==> config.mk <==
export PLATFORM = sky130hd
export DESIGN_NAME = readout_sequencer_flat
export DESIGN_NICKNAME = d
export VERILOG_FILES = /design/src/rtl/readout_sequencer_if.sv /design/src/rtl/readout_sequencer.sv /design/src/flat_wrapper.sv
export SDC_FILE = /design/constraint.sdc
export NUM_CORES = 1
export LEC_CHECK = 0
export ABC_CLOCK_PERIOD_IN_PS = 2750
export BUFFER_PORTS_ARGS = -buffer_cell sky130_fd_sc_hd__buf_2
export CAP_MARGIN = 25
export CORE_MARGIN = 2
export CORE_UTILIZATION = 40
export CTS_BUF_LIST = sky130_fd_sc_hd__clkbuf_16
export DETAILED_ROUTE_END_ITERATION = 8
export PLACE_DENSITY = 0.72
export SLEW_MARGIN = 25
export SYNTH_ARGS = -nofsm -noshare
export SYNTH_HDL_FRONTEND = slang
export SYNTH_SLANG_ARGS = --single-unit
==> constraint.sdc <==
create_clock -name CLK -period 2.75 [get_ports CLK]
set_input_delay 0.4125 -clock CLK [delete_from_list [all_inputs] [get_ports CLK]]
set_output_delay 0.4125 -clock CLK [all_outputs]
set_load 0.02 [all_outputs]
==> src/rtl/readout_sequencer_if.sv <==
// Channel-side and stream-side signals of the readout sequencer.
// master: the sequencer. slave: the channels and the stream consumer.
// With HEADER_EN defined the bundle also carries out_header.
interface readout_sequencer_if #(
   parameter int NCH   = 4,
   parameter int SIZE  = 8,
   parameter int WIDTH = 12
);
   localparam int CHW = $clog2(NCH);

   logic [NCH-1:0]       rd_request;
   logic [SIZE-1:0]      howmany;
   logic [SIZE-1:0]      offset;
   logic [NCH*WIDTH-1:0] ch_dout;
   logic [CHW+WIDTH-1:0] out_data;
   logic                 out_valid;
   logic                 out_last;
   logic                 out_ready;
`ifdef HEADER_EN
   logic                 out_header;
`endif

   modport master (
`ifdef HEADER_EN
      output out_header,
`endif
      output rd_request, howmany, offset, out_data, out_valid, out_last,
      input  ch_dout, out_ready
   );

   modport slave (
`ifdef HEADER_EN
      input  out_header,
`endif
      input  rd_request, howmany, offset, out_data, out_valid, out_last,
      output ch_dout, out_ready
   );
endinterface

==> src/rtl/readout_sequencer.sv <==
// Readout sequencer: walks the enabled ring-buffer channels lowest index
// first, strobes each channel's rd_request and forwards howmany words from
// its DOUT as a {channel, sample} tagged stream.
// Optional feature macro HEADER_EN: one header word {channel, howmany} with
// out_header=1 precedes each channel block, placed in the first latency
// cycle (needs RD_LAT>=2 and WIDTH>=SIZE).
//
// state  | meaning
// -------+--------------------------------------------------------
// IDLE   | waiting for a start rising cycle
// SEL    | pick lowest remaining channel, or finish when none left
// WAIT   | hold until the consumer can take a whole block
// REQ    | one-cycle rd_request strobe to the selected channel
// LAT    | channel read latency (header word on its first cycle)
// STREAM | forward howmany words, last one flagged
// DONE   | one-cycle done pulse
module readout_sequencer #(
   parameter int NCH    = 4,
   parameter int SIZE   = 8,
   parameter int WIDTH  = 12,
   parameter int RD_LAT = 2
) (
   input  logic                 CLK,
   input  logic                 RESET_N,
   input  logic                 start,
   input  logic                 abort,
   input  logic [NCH-1:0]       ch_mask,
   input  logic [SIZE-1:0]      howmany_i,
   input  logic [SIZE-1:0]      offset_i,
   output logic                 busy,
   output logic                 done,
   readout_sequencer_if.master  bus
);
   localparam int CHW = $clog2(NCH);

   typedef enum logic [2:0] {
      S_IDLE, S_SEL, S_WAIT, S_REQ, S_LAT, S_STREAM, S_DONE
   } state_t;

   state_t          state, state_n;
   logic [NCH-1:0]  mask_q, mask_n;
   logic [CHW-1:0]  ch_q, ch_n;
   logic [SIZE-1:0] word_q, word_n;
   logic [SIZE-1:0] howmany_q, howmany_n;
   logic [SIZE-1:0] offset_q, offset_n;
   logic [2:0]      lat_q, lat_n;
   logic            start_q;
   logic            hdr_q, hdr_n;
   logic [NCH-1:0]  rd_request_q;
   logic            out_valid_q, out_last_q, busy_q, done_q;
   logic [WIDTH-1:0] ch_word;

   // Next-state, counter and latch updates; abort overrides everything.
   always_comb begin
      state_n   = state;
      mask_n    = mask_q;
      ch_n      = ch_q;
      word_n    = word_q;
      howmany_n = howmany_q;
      offset_n  = offset_q;
      lat_n     = lat_q;
      hdr_n     = 1'b0;
      if (abort) begin
         state_n = S_IDLE;
         mask_n  = '0;
      end else begin
         case (state)
            S_IDLE: begin
               // start is edge-qualified so a held start never re-triggers
               if (start && !start_q) begin
                  mask_n    = ch_mask;
                  howmany_n = howmany_i;
                  offset_n  = offset_i;
                  state_n   = ((ch_mask == '0) || (howmany_i == '0)) ? S_DONE : S_SEL;
               end
            end
            S_SEL: begin
               if (mask_q == '0) begin
                  state_n = S_DONE;
               end else begin
                  for (int i = NCH - 1; i >= 0; i--) begin
                     if (mask_q[i]) ch_n = CHW'(i);
                  end
                  state_n = S_WAIT;
               end
            end
            S_WAIT: begin
               if (bus.out_ready) state_n = S_REQ;
            end
            S_REQ: begin
               word_n = howmany_q;
               lat_n  = 3'(RD_LAT - 1);
               if (RD_LAT == 1) begin
                  state_n = S_STREAM;
               end else begin
                  state_n = S_LAT;
`ifdef HEADER_EN
                  hdr_n   = 1'b1;
`endif
               end
            end
            S_LAT: begin
               lat_n = lat_q - 3'd1;
               if (lat_q == 3'd1) state_n = S_STREAM;
            end
            S_STREAM: begin
               word_n = word_q - SIZE'(1);
               if (word_q == SIZE'(1)) begin
                  mask_n[ch_q] = 1'b0;
                  state_n      = S_SEL;
               end
            end
            S_DONE: state_n = S_IDLE;
            default: state_n = S_IDLE;
         endcase
      end
   end

   // State, datapath registers and registered outputs decoded from the next state.
   always_ff @(posedge CLK or negedge RESET_N) begin
      if (!RESET_N) begin
         state        <= S_IDLE;
         mask_q       <= '0;
         ch_q         <= '0;
         word_q       <= '0;
         howmany_q    <= '0;
         offset_q     <= '0;
         lat_q        <= '0;
         start_q      <= 1'b0;
         hdr_q        <= 1'b0;
         rd_request_q <= '0;
         out_valid_q  <= 1'b0;
         out_last_q   <= 1'b0;
         busy_q       <= 1'b0;
         done_q       <= 1'b0;
      end else begin
         state        <= state_n;
         mask_q       <= mask_n;
         ch_q         <= ch_n;
         word_q       <= word_n;
         howmany_q    <= howmany_n;
         offset_q     <= offset_n;
         lat_q        <= lat_n;
         start_q      <= start;
         hdr_q        <= hdr_n;
         rd_request_q <= (state_n == S_REQ) ? (NCH'(1) << ch_n) : '0;
         out_valid_q  <= (state_n == S_STREAM) || hdr_n;
         out_last_q   <= (state_n == S_STREAM) && (word_n == SIZE'(1));
         busy_q       <= (state_n != S_IDLE);
         done_q       <= (state_n == S_DONE);
      end
   end

   // The channel word is passed straight through so it lines up with out_valid.
   assign ch_word = bus.ch_dout[int'(ch_q) * WIDTH +: WIDTH];

   // Tagged stream word: header carries howmany, data carries the channel sample.
   always_comb begin
      bus.out_data = '0;
      if (hdr_q) begin
         bus.out_data = {ch_q, WIDTH'(howmany_q)};
      end else if (out_valid_q) begin
         bus.out_data = {ch_q, ch_word};
      end
   end

   assign bus.rd_request = rd_request_q;
   assign bus.howmany    = howmany_q;
   assign bus.offset     = offset_q;
   assign bus.out_valid  = out_valid_q;
   assign bus.out_last   = out_last_q;
`ifdef HEADER_EN
   assign bus.out_header = hdr_q;
`endif
   assign busy = busy_q;
   assign done = done_q;
endmodule

==> src/flat_wrapper.sv <==
// flat-port wrapper written by rule: the top's interface ports become plain ports
module readout_sequencer_flat 
#(
   parameter int NCH    = 4,
   parameter int SIZE   = 8,
   parameter int WIDTH  = 12,
   parameter int RD_LAT = 2
)
  (CLK, RESET_N, start, abort, ch_mask, howmany_i, offset_i, busy, done, bus_rd_request, bus_howmany, bus_offset, bus_out_data, bus_out_valid, bus_out_last, bus_ch_dout, bus_out_ready);
  readout_sequencer_if #(.NCH(NCH), .SIZE(SIZE), .WIDTH(WIDTH)) bus_i ();
  input  logic CLK;
  input  logic RESET_N;
  input  logic start;
  input  logic abort;
  input  logic [NCH-1:0] ch_mask;
  input  logic [SIZE-1:0] howmany_i;
  input  logic [SIZE-1:0] offset_i;
  output logic busy;
  output logic done;
  output wire logic [$bits(bus_i.rd_request)-1:0] bus_rd_request;
  output wire logic [$bits(bus_i.howmany)-1:0] bus_howmany;
  output wire logic [$bits(bus_i.offset)-1:0] bus_offset;
  output wire logic [$bits(bus_i.out_data)-1:0] bus_out_data;
  output wire logic [$bits(bus_i.out_valid)-1:0] bus_out_valid;
  output wire logic [$bits(bus_i.out_last)-1:0] bus_out_last;
  input wire logic [$bits(bus_i.ch_dout)-1:0] bus_ch_dout;
  input wire logic [$bits(bus_i.out_ready)-1:0] bus_out_ready;
  assign bus_rd_request = bus_i.rd_request;
  assign bus_howmany = bus_i.howmany;
  assign bus_offset = bus_i.offset;
  assign bus_out_data = bus_i.out_data;
  assign bus_out_valid = bus_i.out_valid;
  assign bus_out_last = bus_i.out_last;
  assign bus_i.ch_dout = bus_ch_dout;
  assign bus_i.out_ready = bus_out_ready;
  readout_sequencer #(.NCH(NCH), .SIZE(SIZE), .WIDTH(WIDTH), .RD_LAT(RD_LAT)) u_core (.CLK(CLK), .RESET_N(RESET_N), .start(start), .abort(abort), .ch_mask(ch_mask), .howmany_i(howmany_i), .offset_i(offset_i), .busy(busy), .done(done), .bus(bus_i));
endmodule
==> results of run 1 <==
[worst max-delay path, delay by kind of cell, from the launching register on]
family             cells  cell delay [ps]
and+or+nand+nor        4             1470
DFF                    1              570
AOI/OAI and AO/OA      2              260
[registers in the layout (all words and copies together), names as in the netlist]
name                   count
u_core.bus.howmany         8
u_core.bus.offset          8
u_core.bus.out_last        1
u_core.bus.out_valid       1
u_core.bus.rd_request      4
u_core.busy                1
u_core.ch_q                2
u_core.done                1
u_core.lat_q               3
u_core.mask_q              4
u_core.start_q             1
u_core.state               3
u_core.word_q              8
[per-layer routing]
metal,up-vias,global-route usage,part of all wire
li1,1091,-,-
met1,1132,0.2034,0.38
met2,120,0.3384,0.51
met3,12,0.05900,0.096
met4,0,0.06012,0.014
met5,-,0,0
[Yosys cell counts (2+ instances only)]
cell type   n  area (um^2)
clkbuf_1    6        22.52
nand3_1     4        20.02
mux2_2     16        180.2
nor2_1     14        52.55
nand2_1    19        71.32
and2_1     15        93.84
nand4bb_1   2        22.52
o21ai_2     2        17.52
nor4_1      7        43.79
o211ai_1    3        22.52
a21oi_1    18        90.09
buf_4       3        22.52
nand4_1     3        18.77
buf_2       2        10.01
nor4_2      2        25.02
a221o_1     3        30.03
mux4_2     12        270.3
inv_1      14        52.55
o311ai_0    2        17.52
o221ai_1    3        26.28
dfrtp_1    45         1126
nor3_1      2        10.01
o21ai_0     9        45.04
ha_1        4        50.05
nand2b_1    4        25.02
[power by group]
part	internal (uW)	total, uW	switching [uW]
sequential	848	1060	209
combinational	400	882	482
clock	325	550	226
[placed cells by master, fill, tap and decap left out, drive strengths merged]
master and n:
a211oi 1, a21oi 18, a221o 3, a31oi 1
a32oi 1, a41oi 1, and2 15, and4 1
and4bb 2, buf 115, clkbuf 5, clkinv 1
dfrtp 45, ha 4, inv 15, mux2 16
mux4 12, nand2 20, nand2b 4, nand3 4
nand4 3, nand4bb 2, nor2 16, nor3 2
nor3b 1, nor4 10, o211ai 3, o21a 1
o21ai 11, o221ai 3, o311ai 3, o32ai 1
o41ai 1, or2 1, or3 1, or4 1
or4b 1
[stage by stage]
step	total power, uW	cell area [um^2]	instances
after floorplan	1633	2574	236
after global placement	1920	3188	415
after detailed placement	1945	3188	415
after CTS	2505	3321	422
after global routing	2652	3323	422
final	2490	3323	422
[area by class of cell]
class / count / share of cell area
multi-input combinational: 164 / 0.3987
sequential: 45 / 0.3389
timing repair buffer: 115 / 0.1777
clock buffer: 5 / 0.03765
tap: 77 / 0.02899
inverter: 14 / 0.01581
clock inverter: 2 / 0.002259
[worst min path at each step]
stage | from | endpoint | slack [ps] | depth (start not counted)
after floorplan | RESET_N | u_core.bus.howmany[0] | 120 | 0
after global placement | u_core.bus.offset[6] | u_core.bus.offset[6] | 490 | 1
after detailed placement | u_core.bus.offset[7] | u_core.bus.offset[7] | 490 | 1
after CTS | start | u_core.start_q | 250 | 1
after global routing | RESET_N | u_core.bus.howmany[4] | 170 | 1
final | RESET_N | u_core.bus.howmany[4] | 120 | 1
[cells by family after synthesis]
kind of cell / Yosys count / synth area share
DFF: 45 / 0.4375
adders and majority gates: 4 / 0.01945
muxes: 28 / 0.1750
buffers and inverters: 27 / 0.04764
AOI/OAI and AO/OA: 48 / 0.1250
and+or+nand+nor: 84 / 0.1954
==> summary.md, run 1 <==
| Metric | Value |
|---|---|
| Rows | `29` |
| Average size of a mapped cell | `10.91 um^2` |
| Worst-skew pair later-pin latency | `280 ps` |
| Run status | `finished clean` |
| CP Launch Type | `flip-flop` |
| LEAKAGE | `0.001620 uW` |
| Final GP Congestion | `between 0.8 and 0.9` |
| Drt drc | `0` |
| Crit-path max cell delay | `590 ps` |
| Total GRT Usage | `0.1854` |
| Cell Pwr Density | `between 700 and 800 mW/mm^2` |
| Core ar. | `0.006277 mm^2` |
| Worst VDD drop | `between 500 and 600 uV` |
| Clk_skew | `around 2.8 ps` |
| Post-Syn Area | `0.002574 mm^2` |
| CTS Buffer Depth | `2` |
| Pre-CTS WS | `222.1 ps` |
| TritonCTS clock tree | `yes` |
| Final Cycle Share | `0.8713` |
| Worst Hold Slack | `about 120 ps` |
| Top Ports | `111` |
| Worst hold-check path type | `input port to async pin` |
| Post-route antenna net violation count | `0` |
| Largest net degree at the start of global routing | `46` |
| Global-route wire length before repair | `10.67 mm` |
| Finish-stage setup viols | `0` |
| TritonRoute pass-1 iters | `4` |
| Setup crit end kind | `flip-flop` |
| CTS sink count | `45` |
| Mapped Cells | `236` |
| WL per Instance | `15.24 um` |
| Setup repair bufs after CTS | `0` |
| Mapped Nets | `about 310` |
| R2r worst-path depth | `6` |
| # fillers | `between 500 and 600` |
| Share of cells above drive strength 1 | `0.4609` |
| Hold_buf cts | `0` |
| CP arrival | `2580 ps` |
| TNS Setup | `0 ps` |
| Reg area | `0.001126 mm^2` |
| Die width | `around 84 um` |
| Yosys warning count | `0` |
| CTS clk-pin slew, worst paths | `60 ps` |
| Slowest stage cell, crit path | `and4bb_1` |
| Worst Setup Path Type | `flip-flop to flip-flop` |
| Critical Path Fanout Max | `16` |
| CP Launch Point | `u_core.state[2]` |
| Total number of vias | `2355` |
| Count of buffers from port buffering | `110` |
| HPWL after detailed placement | `5.039 mm` |
| Worst slew pin tran | `594.0 ps` |
| DRT iter0 DRCs | `68` |
| Area growth syn-to-layout | `29.12%` |
| Post-synth ARST share | `1.000` |
| Multi-input logic area | `about 0.0013 mm^2` |
| Vias in the first global route | `approximately 2400` |
| Htree depth | `2` |
| Number of distinct library cells after synthesis | `47` |
| GRT overflow | `0` |
| R2r startpoint | `u_core.state[2]` |
| Vias per inst | `between 5 and 6` |
| Worst Setup EP | `u_core.bus.out_last` |
| Reg2reg end | `u_core.bus.out_last` |
| Slew Limit Headroom | `0.6007` |
| Post-synth EDFFs | `0` |
| Nets | `roughly 420` |
| Die area | `0.007092 mm^2` |
| Initial Util | `0.4100` |
| Flop2flop setup slack | `350 ps` |
| MaxCap Viol Count | `0` |
| #FFs+latches synth | `45` |
| Total wire length | `6.431 mm` |
| Final setup margin | `around 350 ps` |
| Antenna violations before repair | `0` |
| Req. time, crit path | `about 3000 ps` |
| Antenna cells | `0` |
| Synth Flop Type | `dfrtp_1` |
| Maximum clock rate | `417.3 MHz` |
| Crit-path cells | `and4bb_1 -> nor2_4 -> o21ai_2 -> o211ai_1 -> or4b_1 -> nor4_1` |
| DIE HEIGHT | `84.22 um` |
| Fin util | `0.5294` |
| Min Tclk post-route | `2396 ps` |
| Num CTS Buffers | `5` |
| Fin. Hold Viols | `0` |
| Post_cts resized | `0` |
| Seq/Total Area, Yosys | `0.4375` |
| CTS root buf | `clkbuf_16` |
| Count of pins over their slew limit | `0` |
| RSZ-0062 raised after global routing | `no` |
No activity file was read; power rests on OpenSTA's default activity.
==> run 2, diff against run 1 <==
- ABC_CLOCK_PERIOD_IN_PS: 2750 -> 2570
- CTS_CLUSTER_SIZE: default -> 16
- clock period: 2.75 -> 2.57 ns (I/O delays scaled with it)
==> summary.md, run 2 (synthesis results as in run 1) <==
| Metric | Value |
|---|---|
| Slew Limit Headroom | `0.6120` |
| TritonCTS clock tree | `yes` |
| Crit-path cells | `and4bb_1 -> nor2_4 -> o21ai_2 -> o211ai_1 -> or4b_1 -> nor4_1` |
| Vias in the first global route | `2285` |
| Crit-path max cell delay | `620 ps` |
| Reg area | `0.001126 mm^2` |
| CP arrival | `about 2500 ps` |
| Fin. Hold Viols | `0` |
| Count of buffers from port buffering | `between 100 and 150` |
| Share of cells above drive strength 1 | `0.4670` |
| Worst VDD drop | `580.3 uV` |
| Pwr Total | `~2700 uW` |
| # fillers | `540` |
| Antenna violations before repair | `0` |
| Finish-stage setup viols | `0` |
| Maximum clock rate | `432.8 MHz` |
| WL per Instance | `14.63 um` |
| DRT iter0 DRCs | `88` |
| Run status | `finished clean` |
| Pre-CTS WS | `120.1 ps` |
| Global-route wire length before repair | `10.21 mm` |
| CP bufs+invs | `0` |
| Rows | `29` |
| Req. time, crit path | `2750 ps` |
| HPWL after detailed placement | `4.896 mm` |
| Final GP Congestion | `0.8736` |
| Cell Pwr Density | `798.6 mW/mm^2` |
| Setup repair bufs after CTS | `0` |
| Top Ports | `between 100 and 150` |
| Worst-skew pair later-pin latency | `between 200 and 300 ps` |
| Area growth syn-to-layout | `30.19%` |
| Htree depth | `2` |
| Antenna cells | `0` |
| Nets | `425` |
| Commonest non-fill, non-tap cell in the layout | `buf_2` |
| CTS sink count | `45` |
| Final setup margin | `259.5 ps` |
| CTS root buf | `clkbuf_16` |
| Worst hold-check path type | `input port to async pin` |
| DIE HEIGHT | `between 80 and 90 um` |
| CTS clk-pin slew, worst paths | `around 60 ps` |
| Worst Setup Path Type | `flip-flop to flip-flop` |
| Num CTS Buffers | `5` |
| Setup crit end kind | `flip-flop` |
| Total GRT Usage | `0.1752` |
| Post-route antenna net violation count | `0` |
| GRT overflow | `0` |
| Total wire length | `6.232 mm` |
| Largest net degree at the start of global routing | `46` |
| CTS Buffer Depth | `2` |
| Die width | `84.22 um` |
| Critical Path Fanout Max | `12` |
| Hold_buf cts | `0` |
| Final Cycle Share | `0.8990` |
| Drt drc | `0` |
| Total number of vias | `2327` |
| Worst slew pin tran | `582.0 ps` |
| CP top delay family | `simple AND/OR/NAND/NOR gates` |
| Count of pins over their slew limit | `0` |
| Vias per inst | `5.462` |
| TNS Setup | `0 ps` |
| Initial Util | `0.4100` |
| Post_cts resized | `0` |
| RSZ-0062 raised after global routing | `no` |
| Clk_skew | `1.664 ps` |
| CP Launch Type | `flip-flop` |
| Multi-input logic area | `0.001325 mm^2` |
| Slowest stage cell, crit path | `dfrtp_1` |
| TritonRoute pass-1 iters | `4` |
| Min Tclk post-route | `2310 ps` |
| Core ar. | `~0.0063 mm^2` |
| MaxCap Viol Count | `0` |
| Most frequent cells in the layout | `buf_2 (109), dfrtp_1 (45), nand2_1 (19)` |
| LEAKAGE | `0.001635 uW` |
| Die area | `between 0.007 and 0.008 mm^2` |
## run 2: final timing paths
check,startpoint,end,slack (ps),cells past startpoint
setup / recovery,u_core.state[0],u_core.bus.out_last,260,6
hold / removal,RESET_N,u_core.bus.howmany[6],80,1
setup reg to reg,u_core.state[0],u_core.bus.out_last,260,6
hold reg to reg,u_core.bus.offset[4],u_core.bus.offset[4],510,1
max in group asynchronous,RESET_N,u_core.mask_q[2],2090,1
min in group CLK,start,u_core.start_q,230,1
## run 2: worst register-to-register path, delay by kind of cell (launching register included)
| kind | cells | cell delay [ps] |
|---|---|---|
| DFF | 1 | 620 |
| and+or+nand+nor | 4 | 1350 |
| AOI/OAI and AO/OA | 2 | 250 |
## run 2: final cells by class
class | count | area share
multi-input combinational | 164 | 0.3954
timing repair buffer | 118 | 0.1830
clock inverter | 3 | 0.003734
inverter | 14 | 0.01568
clock buffer | 5 | 0.03734
sequential | 45 | 0.3361
tap | 77 | 0.02875
## run 2: power breakdown
part           internal [uW]  switching [uW]  total [uW]
Combinational            439             505         944
Sequential               908             223        1130
Clock                    351             249         601
Total                   1700             978        2680
## run 2: stage by stage
stage	hold slack (ps)	util	std cells	cell area [um^2]
floorplan	89.91	-	236	2574
global placement	488.3	0.5115	418	3211
detailed placement	496.9	0.5115	418	3211
CTS	227.0	0.5334	426	3348
global route	138.1	0.5338	426	3351
finish	84.08	0.5338	426	3351
## run 2: layer usage
layer,part of all wire,global-route usage,up-vias,wire [um]
met5,0,0,-,0
met4,0.017,0.05865,0,104
met3,0.094,0.05015,11,587
met2,0.49,0.3117,100,3047
met1,0.40,0.2024,1113,2492
li1,-,-,1103,-
==> run 3, diff against run 2 <==
- ABC_CLOCK_PERIOD_IN_PS: 2570 -> 2600
- PLACE_DENSITY: 0.72 -> default
- PLACE_DENSITY_LB_ADDON: default -> 0.25
- clock period: 2.57 -> 2.6 ns (I/O delays scaled with it)
==> summary.md, run 3 (synthesis results as in run 1) <==
| Metric | Value |
|---|---|
| Run status | `finished clean` |
| Total number of vias | `2278` |
| Post-placement cell count | `418` |
| Setup crit end kind | `flip-flop` |
| Htree depth | `2` |
| Largest net degree at the start of global routing | `46` |
| Slowest stage cell, crit path | `dfrtp_1` |
| Die width | `84.22 um` |
| Antenna cells | `0` |
| Worst Hold Slack | `97.98 ps` |
| Slew Limit Headroom | `0.6058` |
| Reg area | `0.001126 mm^2` |
| CP top delay family | `simple AND/OR/NAND/NOR gates` |
| Rows | `29` |
| Multi-input logic area | `0.001325 mm^2` |
| Core ar. | `0.006277 mm^2` |
| CP arrival | `between 2000 and 3000 ps` |
| Vias in the first global route | `between 2000 and 2500` |
| Drt drc | `0` |
| Fin. Hold Viols | `0` |
| Maximum clock rate | `431.7 MHz` |
| CTS clk-pin slew, worst paths | `60 ps` |
| Min Tclk post-route | `2316 ps` |
| Worst hold-check path type | `input port to async pin` |
| CTS Buffer Depth | `2` |
| Setup repair bufs after CTS | `0` |
| CTS root buf | `clkbuf_16` |
| CTS sink count | `45` |
| Hold_buf cts | `0` |
| Antenna violations before repair | `0` |
| WL per Instance | `15.15 um` |
| # fillers | `556` |
| Area growth syn-to-layout | `30.00%` |
| Vias per inst | `roughly 5.4` |
| Total GRT Usage | `0.1794` |
| Worst VDD drop | `588.3 uV` |
| MaxCap Viol Count | `0` |
| Top Ports | `111` |
| Commonest non-fill, non-tap cell in the layout | `buf_2` |
| DIE HEIGHT | `84.22 um` |
| Final Cycle Share | `0.8909` |
| TNS Setup | `0 ps` |
| Die area | `roughly 0.007 mm^2` |
| Final GP Congestion | `0.8415` |
| Worst-skew pair later-pin latency | `280 ps` |
| Total wire length | `around 6.4 mm` |
| Most frequent cells in the layout | `buf_2 (109), dfrtp_1 (45), nand2_1 (19)` |
| Pwr Total | `approximately 2600 uW` |
| Clk_skew | `3.991 ps` |
| Crit-path max cell delay | `around 640 ps` |
| Pre-CTS WS | `144.1 ps` |
| HPWL after detailed placement | `5.029 mm` |
| Post_cts resized | `0` |
| Count of buffers from port buffering | `110` |
| LEAKAGE | `~0.0016 uW` |
| Count of pins over their slew limit | `0` |
| TritonCTS clock tree | `yes` |
| R2r worst-path depth | `6` |
| Critical Path Fanout Max | `12` |
| Worst slew pin tran | `591.2 ps` |
| Levels on crit path | `6` |
| Crit-path cells | `and4bb_1 -> nor2_4 -> o21ai_2 -> o211ai_1 -> or4b_1 -> nor4_1` |
| RSZ-0062 raised after global routing | `no` |
| Share of cells above drive strength 1 | `0.4655` |
| Initial Util | `0.4100` |
| Cell Pwr Density | `787.3 mW/mm^2` |
| DRT iter0 DRCs | `111` |
| TritonRoute pass-1 iters | `4` |
| Final setup margin | `283.5 ps` |
| GRT overflow | `0` |
| Num CTS Buffers | `5` |
| Post-route insts no fill | `425` |
| Worst Setup Path Type | `flip-flop to flip-flop` |
| CP bufs+invs | `0` |
| Finish-stage setup viols | `0` |
| CP Launch Type | `flip-flop` |
| Nets | `425` |
| Req. time, crit path | `2780 ps` |
| Global-route wire length before repair | `~10 mm` |
| Post-route antenna net violation count | `0` |
[run 3: layer usage]
layer / GRT usage / wire length, um / up-vias
met5: 0 / 0 / -
met4: 0.04106 / 75 / 0
met3: 0.04818 / 553 / 8
met2: 0.3139 / 3123 / 102
met1: 0.2224 / 2687 / 1075
li1: - / - / 1093
[run 3: final timing paths]
check                           slack [ps]               endpoint            startpoint
worst max-delay path                   280    u_core.bus.out_last       u_core.state[0]
worst max register to register         280    u_core.bus.out_last       u_core.state[0]
max in group asynchronous             2110            u_core.busy               RESET_N
worst min-delay path                   100  u_core.bus.howmany[4]               RESET_N
worst min register to register         510   u_core.bus.offset[0]  u_core.bus.offset[0]
min in group CLK                       230         u_core.start_q                 start
[run 3: where the power goes]
group	internal [uW]	total, uW	switching, uW
Combinational	433	942	508
Sequential	898	1110	214
Clock	343	580	237
[run 3: final cells by class]
| class | count | share of cell area |
|---|---|---|
| timing repair buffer | 118 | 0.1832 |
| tap | 77 | 0.02880 |
| clock inverter | 2 | 0.002244 |
| multi-input combinational | 164 | 0.3960 |
| clock buffer | 5 | 0.03740 |
| sequential | 45 | 0.3366 |
| inverter | 14 | 0.01571 |
[run 3: per-stage QoR]
stage | cell area (um^2) | utilization
floorplan | 2574 | -
global placement | 3211 | 0.5115
detailed placement | 3211 | 0.5115
CTS | 3343 | 0.5326
global route | 3346 | 0.5330
finish | 3346 | 0.5330
